## config.mk

```make
export PLATFORM = sky130hd
export DESIGN_NAME = caxi4interconnect_dwc_upconv_rchan_extractor_flat
export DESIGN_NICKNAME = d
export VERILOG_FILES = /design/src/rtl/caxi4interconnect_dwc_upconv_rchan_extractor_pkg.sv /design/src/rtl/caxi4interconnect_dwc_upconv_rchan_extractor_if.sv /design/src/rtl/caxi4interconnect_dwc_upconv_rchan_extractor_addr_gen.sv /design/src/rtl/caxi4interconnect_dwc_upconv_rchan_extractor.sv /design/src/flat_wrapper.sv
export SDC_FILE = /design/constraint.sdc
export NUM_CORES = 1
export LEC_CHECK = 0
export BUFFER_PORTS_ARGS = -buffer_cell sky130_fd_sc_hd__buf_4
export CAP_MARGIN = 20
export CELL_PAD_IN_SITES_DETAIL_PLACEMENT = 0
export CELL_PAD_IN_SITES_GLOBAL_PLACEMENT = 1
export CORE_MARGIN = 5
export CORE_UTILIZATION = 42
export CTS_BUF_LIST = sky130_fd_sc_hd__clkbuf_8
export CTS_CLUSTER_SIZE = 25
export DETAILED_ROUTE_END_ITERATION = 8
export PLACE_DENSITY_LB_ADDON = 0.1
export RECOVER_POWER = 50
export SYNTH_ARGS = -nofsm -noshare
export SYNTH_HDL_FRONTEND = slang
export SYNTH_SLANG_ARGS = --single-unit
```

## constraint.sdc

```tcl
create_clock -name clk -period 11.9 [get_ports clk]
set_input_delay 2.38 -clock clk [delete_from_list [all_inputs] [get_ports clk]]
set_output_delay 2.38 -clock clk [all_outputs]
set_load 0.02 [all_outputs]
```

## src/rtl/caxi4interconnect_dwc_upconv_rchan_extractor_pkg.sv

```systemverilog
// Shared decode types and address arithmetic for the up-converting DWC.
// The byte-width constants describe the default 32/64 configuration.
package caxi4interconnect_dwc_pkg;

   typedef enum logic [0:0] {
      ST_IDLE   = 1'b0,
      ST_ACTIVE = 1'b1
   } dwc_state_e;

   localparam int IB         = 4;
   localparam int OB         = 8;
   localparam int LANE_IDX_W = $clog2(OB) - $clog2(IB);

   // Address of the next master beat; all arithmetic wraps at 64 bytes.
   function automatic logic [5:0] dwc_next_addr(
      input logic [5:0] addr,
      input logic [2:0] size,
      input logic [7:0] len,
      input logic       fixed,
      input logic       wrap
   );
      logic [5:0]  incr;
      logic [15:0] span;
      logic [5:0]  wmask;
      logic [5:0]  nxt;
      incr  = 6'(7'd1 << size);
      span  = (16'(len) + 16'd1) << size;
      wmask = 6'(span - 16'd1);
      if (fixed) begin
         nxt = addr;
      end else if (wrap) begin
         nxt = (addr & ~wmask) | ((addr + incr) & wmask);
      end else begin
         nxt = (addr & ~(incr - 6'd1)) + incr;
      end
      return nxt;
   endfunction

endpackage

```

## src/rtl/caxi4interconnect_dwc_upconv_rchan_extractor_if.sv

```systemverilog
// Command-FIFO, wide slave R channel and narrow master R channel bundle.
// The slave modport is the extractor's view; master is the surrounding fabric.
interface caxi4interconnect_dwc_upconv_rchan_extractor_if #(
   parameter int DATA_WIDTH_IN  = 32,
   parameter int DATA_WIDTH_OUT = 64,
   parameter int ID_WIDTH       = 4,
   parameter int USER_WIDTH     = 1
);
   logic                      cmd_fifo_empty;
   logic                      cmd_fifo_rd_en;
   logic [5:0]                cmd_addr;
   logic [2:0]                cmd_size;
   logic [7:0]                cmd_len;
   logic                      cmd_fixed;
   logic                      cmd_wrap;
   logic [DATA_WIDTH_OUT-1:0] s_rdata;
   logic [ID_WIDTH-1:0]       s_rid;
   logic [1:0]                s_rresp;
   logic [USER_WIDTH-1:0]     s_ruser;
   logic                      s_rlast;
   logic                      s_rvalid;
   logic                      s_rready;
   logic [DATA_WIDTH_IN-1:0]  m_rdata;
   logic [ID_WIDTH-1:0]       m_rid;
   logic [1:0]                m_rresp;
   logic [USER_WIDTH-1:0]     m_ruser;
   logic                      m_rlast;
   logic                      m_rvalid;
   logic                      m_rready;
   logic                      err_early_last;

   modport slave (
      input  cmd_fifo_empty, cmd_addr, cmd_size, cmd_len, cmd_fixed, cmd_wrap,
      input  s_rdata, s_rid, s_rresp, s_ruser, s_rlast, s_rvalid, m_rready,
      output cmd_fifo_rd_en, s_rready,
      output m_rdata, m_rid, m_rresp, m_ruser, m_rlast, m_rvalid, err_early_last
   );

   modport master (
      output cmd_fifo_empty, cmd_addr, cmd_size, cmd_len, cmd_fixed, cmd_wrap,
      output s_rdata, s_rid, s_rresp, s_ruser, s_rlast, s_rvalid, m_rready,
      input  cmd_fifo_rd_en, s_rready,
      input  m_rdata, m_rid, m_rresp, m_ruser, m_rlast, m_rvalid, err_early_last
   );
endinterface

```

## src/rtl/caxi4interconnect_dwc_upconv_rchan_extractor_addr_gen.sv

```systemverilog
// Next-beat address, byte-lane index and wide-beat pop decision.
// Purely combinational so the write-side packer can reuse it.
module caxi4interconnect_dwc_rchan_addr_gen
   import caxi4interconnect_dwc_pkg::*;
#(
   parameter int OB_LOG2 = $clog2(OB),
   parameter int IB_LOG2 = $clog2(OB) - LANE_IDX_W
) (
   input  logic [5:0]                 i_cur_addr,
   input  logic [2:0]                 i_size,
   input  logic [7:0]                 i_len,
   input  logic [7:0]                 i_remaining,
   input  logic                       i_fixed,
   input  logic                       i_wrap,
   output logic [5:0]                 o_next_addr,
   output logic [OB_LOG2-IB_LOG2-1:0] o_lane,
   output logic                       o_pop
);
   localparam logic [5:0] OFF_MASK = 6'((7'd1 << OB_LOG2) - 7'd1);

   logic [5:0] w_next;
   logic [5:0] w_cur_off;
   logic [5:0] w_next_off;

   // A wide beat is released when the next narrow beat leaves it or wraps back inside it.
   always_comb begin
      w_next      = dwc_next_addr(i_cur_addr, i_size, i_len, i_fixed, i_wrap);
      w_cur_off   = i_cur_addr & OFF_MASK;
      w_next_off  = w_next & OFF_MASK;
      o_next_addr = w_next;
      o_lane      = (OB_LOG2-IB_LOG2)'(w_cur_off >> IB_LOG2);
      o_pop       = (i_remaining == 8'd0) || i_fixed ||
                    ((w_next >> OB_LOG2) != (i_cur_addr >> OB_LOG2)) ||
                    (w_next_off <= w_cur_off);
   end

endmodule

```

## src/rtl/caxi4interconnect_dwc_upconv_rchan_extractor.sv

```systemverilog
// Splits wide R beats into narrow master beats using the per-burst command.
// m_rlast is derived from the beat counter; an early s_rlast is only flagged.
module caxi4interconnect_dwc_upconv_rchan_extractor
   import caxi4interconnect_dwc_pkg::*;
#(
   parameter int DATA_WIDTH_IN  = IB * 8,
   parameter int DATA_WIDTH_OUT = OB * 8,
   parameter int ID_WIDTH       = 4,
   parameter int USER_WIDTH     = 1
) (
   input  logic clk,
   input  logic rst,
   caxi4interconnect_dwc_upconv_rchan_extractor_if.slave bus
);
   localparam int IB_LOG2 = $clog2(DATA_WIDTH_IN / 8);
   localparam int OB_LOG2 = $clog2(DATA_WIDTH_OUT / 8);
   localparam int LANE_W  = OB_LOG2 - IB_LOG2;

   dwc_state_e                r_state;
   logic [5:0]                r_cur_addr;
   logic [2:0]                r_size;
   logic [7:0]                r_len;
   logic [7:0]                r_remaining;
   logic                      r_fixed;
   logic                      r_wrap;
   logic [DATA_WIDTH_IN-1:0]  r_m_rdata;
   logic [ID_WIDTH-1:0]       r_m_rid;
   logic [1:0]                r_m_rresp;
   logic [USER_WIDTH-1:0]     r_m_ruser;
   logic                      r_m_rlast;
   logic                      r_m_rvalid;
   logic                      r_err_early_last;

   logic [5:0]                w_next_addr;
   logic [LANE_W-1:0]         w_lane;
   logic                      w_pop;
   logic                      w_cmd_pop;
   logic                      w_load;
   logic                      w_s_pop;

   caxi4interconnect_dwc_rchan_addr_gen #(
      .OB_LOG2 (OB_LOG2),
      .IB_LOG2 (IB_LOG2)
   ) u_addr_gen (
      .i_cur_addr  (r_cur_addr),
      .i_size      (r_size),
      .i_len       (r_len),
      .i_remaining (r_remaining),
      .i_fixed     (r_fixed),
      .i_wrap      (r_wrap),
      .o_next_addr (w_next_addr),
      .o_lane      (w_lane),
      .o_pop       (w_pop)
   );

   // Handshake decode; gated by rst so every output reads 0 while reset is held.
   always_comb begin
      w_cmd_pop = !rst && (r_state == ST_IDLE) && !bus.cmd_fifo_empty;
      w_load    = !rst && (r_state == ST_ACTIVE) && bus.s_rvalid &&
                  (!r_m_rvalid || bus.m_rready);
      w_s_pop   = w_load && w_pop;
   end

   // Burst sequencing: command capture, address walk and beat countdown.
   always_ff @(posedge clk) begin
      if (rst) begin
         r_state     <= ST_IDLE;
         r_cur_addr  <= 6'd0;
         r_size      <= 3'd0;
         r_len       <= 8'd0;
         r_remaining <= 8'd0;
         r_fixed     <= 1'b0;
         r_wrap      <= 1'b0;
      end else begin
         case (r_state)
            ST_IDLE: begin
               if (w_cmd_pop) begin
                  r_cur_addr  <= bus.cmd_addr;
                  r_size      <= bus.cmd_size;
                  r_len       <= bus.cmd_len;
                  r_remaining <= bus.cmd_len;
                  r_fixed     <= bus.cmd_fixed;
                  r_wrap      <= bus.cmd_wrap;
                  r_state     <= ST_ACTIVE;
               end
            end
            ST_ACTIVE: begin
               if (w_load) begin
                  r_cur_addr  <= w_next_addr;
                  r_remaining <= r_remaining - 8'd1;
                  if (r_remaining == 8'd0) begin
                     r_state <= ST_IDLE;
                  end
               end
            end
            default: r_state <= ST_IDLE;
         endcase
      end
   end

   // Narrow output register plus the sticky early-last flag.
   always_ff @(posedge clk) begin
      if (rst) begin
         r_m_rdata        <= '0;
         r_m_rid          <= '0;
         r_m_rresp        <= 2'd0;
         r_m_ruser        <= '0;
         r_m_rlast        <= 1'b0;
         r_m_rvalid       <= 1'b0;
         r_err_early_last <= 1'b0;
      end else begin
         if (w_load) begin
            r_m_rdata  <= bus.s_rdata[w_lane*DATA_WIDTH_IN +: DATA_WIDTH_IN];
            r_m_rid    <= bus.s_rid;
            r_m_rresp  <= bus.s_rresp;
            r_m_ruser  <= bus.s_ruser;
            r_m_rlast  <= (r_remaining == 8'd0);
            r_m_rvalid <= 1'b1;
         end else if (bus.m_rready) begin
            r_m_rvalid <= 1'b0;
         end
         if (w_s_pop && bus.s_rlast && (r_remaining != 8'd0)) begin
            r_err_early_last <= 1'b1;
         end
      end
   end

   assign bus.cmd_fifo_rd_en = w_cmd_pop;
   assign bus.s_rready       = w_s_pop;
   assign bus.m_rdata        = r_m_rdata;
   assign bus.m_rid          = r_m_rid;
   assign bus.m_rresp        = r_m_rresp;
   assign bus.m_ruser        = r_m_ruser;
   assign bus.m_rlast        = r_m_rlast;
   assign bus.m_rvalid       = r_m_rvalid;
   assign bus.err_early_last = r_err_early_last;

endmodule

```

## src/flat_wrapper.sv

```systemverilog
// flat-port wrapper written by rule: the top's interface ports become plain ports
module caxi4interconnect_dwc_upconv_rchan_extractor_flat import caxi4interconnect_dwc_pkg::*;
#(
   parameter int DATA_WIDTH_IN  = IB * 8,
   parameter int DATA_WIDTH_OUT = OB * 8,
   parameter int ID_WIDTH       = 4,
   parameter int USER_WIDTH     = 1
)
  (clk, rst, bus_cmd_fifo_empty, bus_cmd_addr, bus_cmd_size, bus_cmd_len, bus_cmd_fixed, bus_cmd_wrap, bus_s_rdata, bus_s_rid, bus_s_rresp, bus_s_ruser, bus_s_rlast, bus_s_rvalid, bus_m_rready, bus_cmd_fifo_rd_en, bus_s_rready, bus_m_rdata, bus_m_rid, bus_m_rresp, bus_m_ruser, bus_m_rlast, bus_m_rvalid, bus_err_early_last);
  caxi4interconnect_dwc_upconv_rchan_extractor_if #(.DATA_WIDTH_IN(DATA_WIDTH_IN), .DATA_WIDTH_OUT(DATA_WIDTH_OUT), .ID_WIDTH(ID_WIDTH), .USER_WIDTH(USER_WIDTH)) bus_i ();
  input  logic clk;
  input  logic rst;
  input wire logic [$bits(bus_i.cmd_fifo_empty)-1:0] bus_cmd_fifo_empty;
  input wire logic [$bits(bus_i.cmd_addr)-1:0] bus_cmd_addr;
  input wire logic [$bits(bus_i.cmd_size)-1:0] bus_cmd_size;
  input wire logic [$bits(bus_i.cmd_len)-1:0] bus_cmd_len;
  input wire logic [$bits(bus_i.cmd_fixed)-1:0] bus_cmd_fixed;
  input wire logic [$bits(bus_i.cmd_wrap)-1:0] bus_cmd_wrap;
  input wire logic [$bits(bus_i.s_rdata)-1:0] bus_s_rdata;
  input wire logic [$bits(bus_i.s_rid)-1:0] bus_s_rid;
  input wire logic [$bits(bus_i.s_rresp)-1:0] bus_s_rresp;
  input wire logic [$bits(bus_i.s_ruser)-1:0] bus_s_ruser;
  input wire logic [$bits(bus_i.s_rlast)-1:0] bus_s_rlast;
  input wire logic [$bits(bus_i.s_rvalid)-1:0] bus_s_rvalid;
  input wire logic [$bits(bus_i.m_rready)-1:0] bus_m_rready;
  output wire logic [$bits(bus_i.cmd_fifo_rd_en)-1:0] bus_cmd_fifo_rd_en;
  output wire logic [$bits(bus_i.s_rready)-1:0] bus_s_rready;
  output wire logic [$bits(bus_i.m_rdata)-1:0] bus_m_rdata;
  output wire logic [$bits(bus_i.m_rid)-1:0] bus_m_rid;
  output wire logic [$bits(bus_i.m_rresp)-1:0] bus_m_rresp;
  output wire logic [$bits(bus_i.m_ruser)-1:0] bus_m_ruser;
  output wire logic [$bits(bus_i.m_rlast)-1:0] bus_m_rlast;
  output wire logic [$bits(bus_i.m_rvalid)-1:0] bus_m_rvalid;
  output wire logic [$bits(bus_i.err_early_last)-1:0] bus_err_early_last;
  assign bus_i.cmd_fifo_empty = bus_cmd_fifo_empty;
  assign bus_i.cmd_addr = bus_cmd_addr;
  assign bus_i.cmd_size = bus_cmd_size;
  assign bus_i.cmd_len = bus_cmd_len;
  assign bus_i.cmd_fixed = bus_cmd_fixed;
  assign bus_i.cmd_wrap = bus_cmd_wrap;
  assign bus_i.s_rdata = bus_s_rdata;
  assign bus_i.s_rid = bus_s_rid;
  assign bus_i.s_rresp = bus_s_rresp;
  assign bus_i.s_ruser = bus_s_ruser;
  assign bus_i.s_rlast = bus_s_rlast;
  assign bus_i.s_rvalid = bus_s_rvalid;
  assign bus_i.m_rready = bus_m_rready;
  assign bus_cmd_fifo_rd_en = bus_i.cmd_fifo_rd_en;
  assign bus_s_rready = bus_i.s_rready;
  assign bus_m_rdata = bus_i.m_rdata;
  assign bus_m_rid = bus_i.m_rid;
  assign bus_m_rresp = bus_i.m_rresp;
  assign bus_m_ruser = bus_i.m_ruser;
  assign bus_m_rlast = bus_i.m_rlast;
  assign bus_m_rvalid = bus_i.m_rvalid;
  assign bus_err_early_last = bus_i.err_early_last;
  caxi4interconnect_dwc_upconv_rchan_extractor #(.DATA_WIDTH_IN(DATA_WIDTH_IN), .DATA_WIDTH_OUT(DATA_WIDTH_OUT), .ID_WIDTH(ID_WIDTH), .USER_WIDTH(USER_WIDTH)) u_core (.clk(clk), .rst(rst), .bus(bus_i));
endmodule
```

# == After elaboration in Yosys (flattened, before gate mapping) ==
# Cells that the tools add are included.
# word_totals
word_cells,68
input_bits,96
regBits,70
# op_classes
add_sub_neg,6
n_eq_ne,3
order_cmp,1
n_mux,14
shifts,3
n_bitwise,7
reduce_logical,20
# op_table
cell,count
64-bit by 7-bit variable part select with 32-bit output,1
6-bit two-way mux,4
6-bit AND,3
8-bit two-way mux,2
8-bit one-hot mux with 2 select lines,1
6-bit adder,2
6-bit inverter,2
6-bit one-hot mux with 2 select lines,1
"6-bit by 1-bit subtractor with 6-bit output, second input constant",2
"8-bit by 1-bit adder with 9-bit output, second input constant",1
9-bit by 3-bit left shift with 6-bit output,1
1-bit logical AND,8
8-bit zero test,1
8-bit nonzero test,1
"8-bit by 1-bit subtractor with 8-bit output, second input constant",1
6-bit OR,1
"1-bit by 3-bit left shift with 6-bit output, first input constant",1
1-bit two-way mux,5
1-bit logical OR,4
"2-bit != test, second input constant",2
2-bit AND reduction,2
3-bit less-or-equal comparator,1
1-bit zero test,3
3-bit != test,1
3 further kinds,3

# == Logic depth before layout (Yosys ltp) ==
# logic_depth
ltp_word,14
ltp_mapped,19
depth_no_buf,18

# == Cells and area by module ==
# A second synthesis with hierarchy kept.
# unflattened
cells_unflattened,553
area_unflattened_um2,4465.5
# modules_own_cells
module,n_inst,area_each_um2,seq_area_each_um2,cells_each
caxi4interconnect_dwc_upconv_rchan_extractor,1,3083.0,1401.3,343
caxi4interconnect_dwc_rchan_addr_gen,1,1382.6,0.0,210

# == Worst setup path after synthesis ==
# Ideal clock, no wire load.
# synth_timing
path_kind,input -> output
from,input port rst
to,output port bus_s_rready
setup_slack_ps,5970
arrival_time_ps,3550
stages,5
path_cell_list,clkbuf_8 or3_1 clkbuf_1 clkbuf_1 nor2_1
# synth_between
elab_chain_len,5
# synth_lines
element,line,rtl
"start, declared",flat_wrapper.sv:12,input logic rst;
1-bit zero test,caxi4interconnect_dwc_upconv_rchan_extractor.sv:59,w_load = !rst && (r_state == ST_ACTIVE) && bus.s_rvalid &&
1-bit logical AND (3 in a row),caxi4interconnect_dwc_upconv_rchan_extractor.sv:59,
1-bit logical AND,caxi4interconnect_dwc_upconv_rchan_extractor.sv:61,w_s_pop = w_load && w_pop;
"end, declared",flat_wrapper.sv:27,output wire logic [$bits(bus_i.s_rready)-1:0] bus_s_rready;
# No other way between the ends.

# == Worst setup path in the final report ==
# Same ends and word-level chain as after synthesis.

==> reports/metrics.cfg <==
[global_route]
track_usage_pct=20.2
first_global_vias=4407
grt_max_degree=74
antenna_found_initial=0
grt_overflow_total=0
grt_first_pass_wirelength_mm=21.9

[routing]
vias=4586
drt_iter0_markers=319
drc=0
firstDrtPassIters=4
wirelength_mm=13.6
antenna_left=0
post_drt_wl_per_cell_um=16.2
via_per_inst=5.45

[sta]
report.final.slew_viol_count=74
max_freq_mhz=124
period_minus_slack_ns=8.05
finClkSkew_ns=0.0149
layout_setup_ws_ns=3.85
worst_pin_slew_ns=3.28
setup_viol=0
hold-worst-slack_ns=0.457
slew_headroom_pct=-119
fin_crit_sh_pct=67.6
grt_setup_unrepaired=no
tns_ns=0
final_hold_viol_count=0

[synthesis]
synth-edff-count=0
yosysTopAreaCell=dfxtp_1
synth_top_family_by_area=compound AO/OA/AOI/OAI gates
yosysMostFrequentCell=dfxtp_1
yosys-top-cells-count=68 x dfxtp_1, 66 x nor2_1, 63 x nand2_1
synth_fa_ha_area_share_pct=4.46
synth_area_leaders=dfxtp_1 29%, mux2i_1 8.0%, a211oi_1 6.6%, nor2_1 5.2%, nand2_1 5.0%
syn_nets=694
synthMuxAreaShare_pct=9.48
synth_compound_area_share_pct=24.6
synth_area_per_cell_um2=8.20
syn_area_um2=4770
ys_ff_latch=68
synthSimpleGateAreaFrac_pct=21.8
synth_cells=581
yosys_most_used_dff=dfxtp_1
synthXorXnorAreaFrac_pct=2.89
synth_top_area_share_pct=28.6
ys_seq_area_share_pct=28.6
synthArstFlopShare_pct=0
ys_types=84
ys_warn_count=0

[status]
status=complete, but fails checks
violations=capacitance limit, slew limit

[setup_path]
critPathCaptureType=primary output
r2r_cells=18
cp_data_arrival_time_ns=5.67
setup.worst_path.start_class=input pin
worstPathMaxFanout=73
cp.required_ns=9.52
criticalPathCategory=in -> out

[clocking]
clockBufferDepth=2
cts_made_buffers=9
cts_resized=0
cts_setup_buffers=0
cts_sinks=68
htreeDepth=3
clk_latency_ns=0.35
cts_tree=yes
cts_root_buffer=clkbuf_8
cts_hold_buf=0
path_clk_slew_ns=0.08

[pwr]
peakVddDrop_mv=0.0515
leakagePower_nw=2.18
finalPower_mw=0.617
cellPowerDensity_nw_per_um2=107

[cells_and_area]
diodes=0
area_growth_pct=20.8
nNetsFinal=806
fillCellCount=1145
drive_gt1_share_pct=21.5

[place]
dp_slack_ns=5.38
place_hpwl_mm=10.4
gp_congestion=0.979
io_buffers=139

[run]
drv_cap=1

[floorplan]
core_um2=11300
design.die.area_um2=13600
die_y_um=117
start_util_pct=42.3
rows=39
num_io_pins=140
chipWidth_um=117

[min_path]
whs_path_depth=2
hold_path_class=reg -> reg

==> cell families after synthesis <==
kind of cell	Yosys count
adder cells (fa/ha/maj)	17
buffers and inverters	66
XOR/XNOR	14
AND/OR/NAND/NOR	207
multiplexers	44
AO/OA/AOI/OAI	165
flip-flops	68
==> critical path: stages <==
cell and delay, ns:
clkbuf_1 2.28, or3_1 0.70, nor2_1 0.11, buf_4 0.18
==> final cells by class <==
class / count / area, um^2 / share of cell area, %
Multi-Input combinational cell: 447 / 3010 / 52.3
Sequential cell: 68 / 1360 / 23.7
Timing Repair Buffer: 145 / 947 / 16.4
Tap cell: 143 / 179 / 3.11
Clock buffer: 9 / 124 / 2.15
Inverter: 22 / 82.6 / 1.43
Clock inverter: 7 / 52.6 / 0.912
==> power breakdown <==
part / internal [mW] / switching, mW
Sequential: 0.240 / 0.0170
Clock: 0.0766 / 0.0966
Combinational: 0.0864 / 0.101
==> through the flow <==
stage                     utilization (%)  instances  cell area, um^2
final                                51.1        841             5760
after global routing                 51.1        841             5760
after CTS                            52.3        840             5900
after detailed placement             50.8        824             5720
after global placement               50.8        824             5720
after floorplan                         -        581             4770
==> flip-flops by register name (all words and copies together), names as in the netlist <==
name,count
u_core.r_fixed,1
u_core.bus.m_rlast,1
u_core.r_cur_addr,6
u_core.r_len,6
u_core.bus.m_ruser,1
u_core.r_wrap,1
u_core.bus.m_rid,4
u_core.bus.err_early_last,1
u_core.bus.m_rvalid,1
u_core.bus.m_rdata,32
u_core.r_remaining,8
u_core.r_state,1
u_core.bus.m_rresp,2
u_core.r_size,3
==> worst paths after layout <==
check,endpoint,start,slack [ns]
setup / recovery,bus_s_rready,rst,3.85
setup reg to reg,u_core.bus.err_early_last,u_core.r_size[0],7.60
hold reg to reg,u_core.bus.m_rresp[0],u_core.bus.m_rresp[0],0.46
hold / removal,u_core.bus.m_rresp[0],u_core.bus.m_rresp[0],0.46
==> routing by layer <==
| metal | share of wire [%] | track usage, % | routed length [um] |
|---|---|---|---|
| met4 | 1.8 | 6.26 | 248 |
| met3 | 6.3 | 5.08 | 861 |
| met2 | 46 | 31.6 | 6320 |
| met1 | 46 | 27.5 | 6220 |
| met5 | 0 | 0 | 0 |
==> cells in the final DEF, fill, tap and decap left out, drive strengths merged, types with 5 or more instances in the layout <==
master,instances
a21oi,44
xnor2,10
o22ai,6
a211oi,42
nor2,68
o31ai,5
ha,17
o211ai,6
o21ai,17
mux2,6
nand3,10
inv,25
or3,6
nand2b,6
mux2i,38
or2,5
clkbuf,52
nor3,8
nor2b,7
nand2,64
a211o,5
buf,102
a22oi,5
a31oi,6
dfxtp,68
Note: power is estimated with default switching activity, not from simulation.
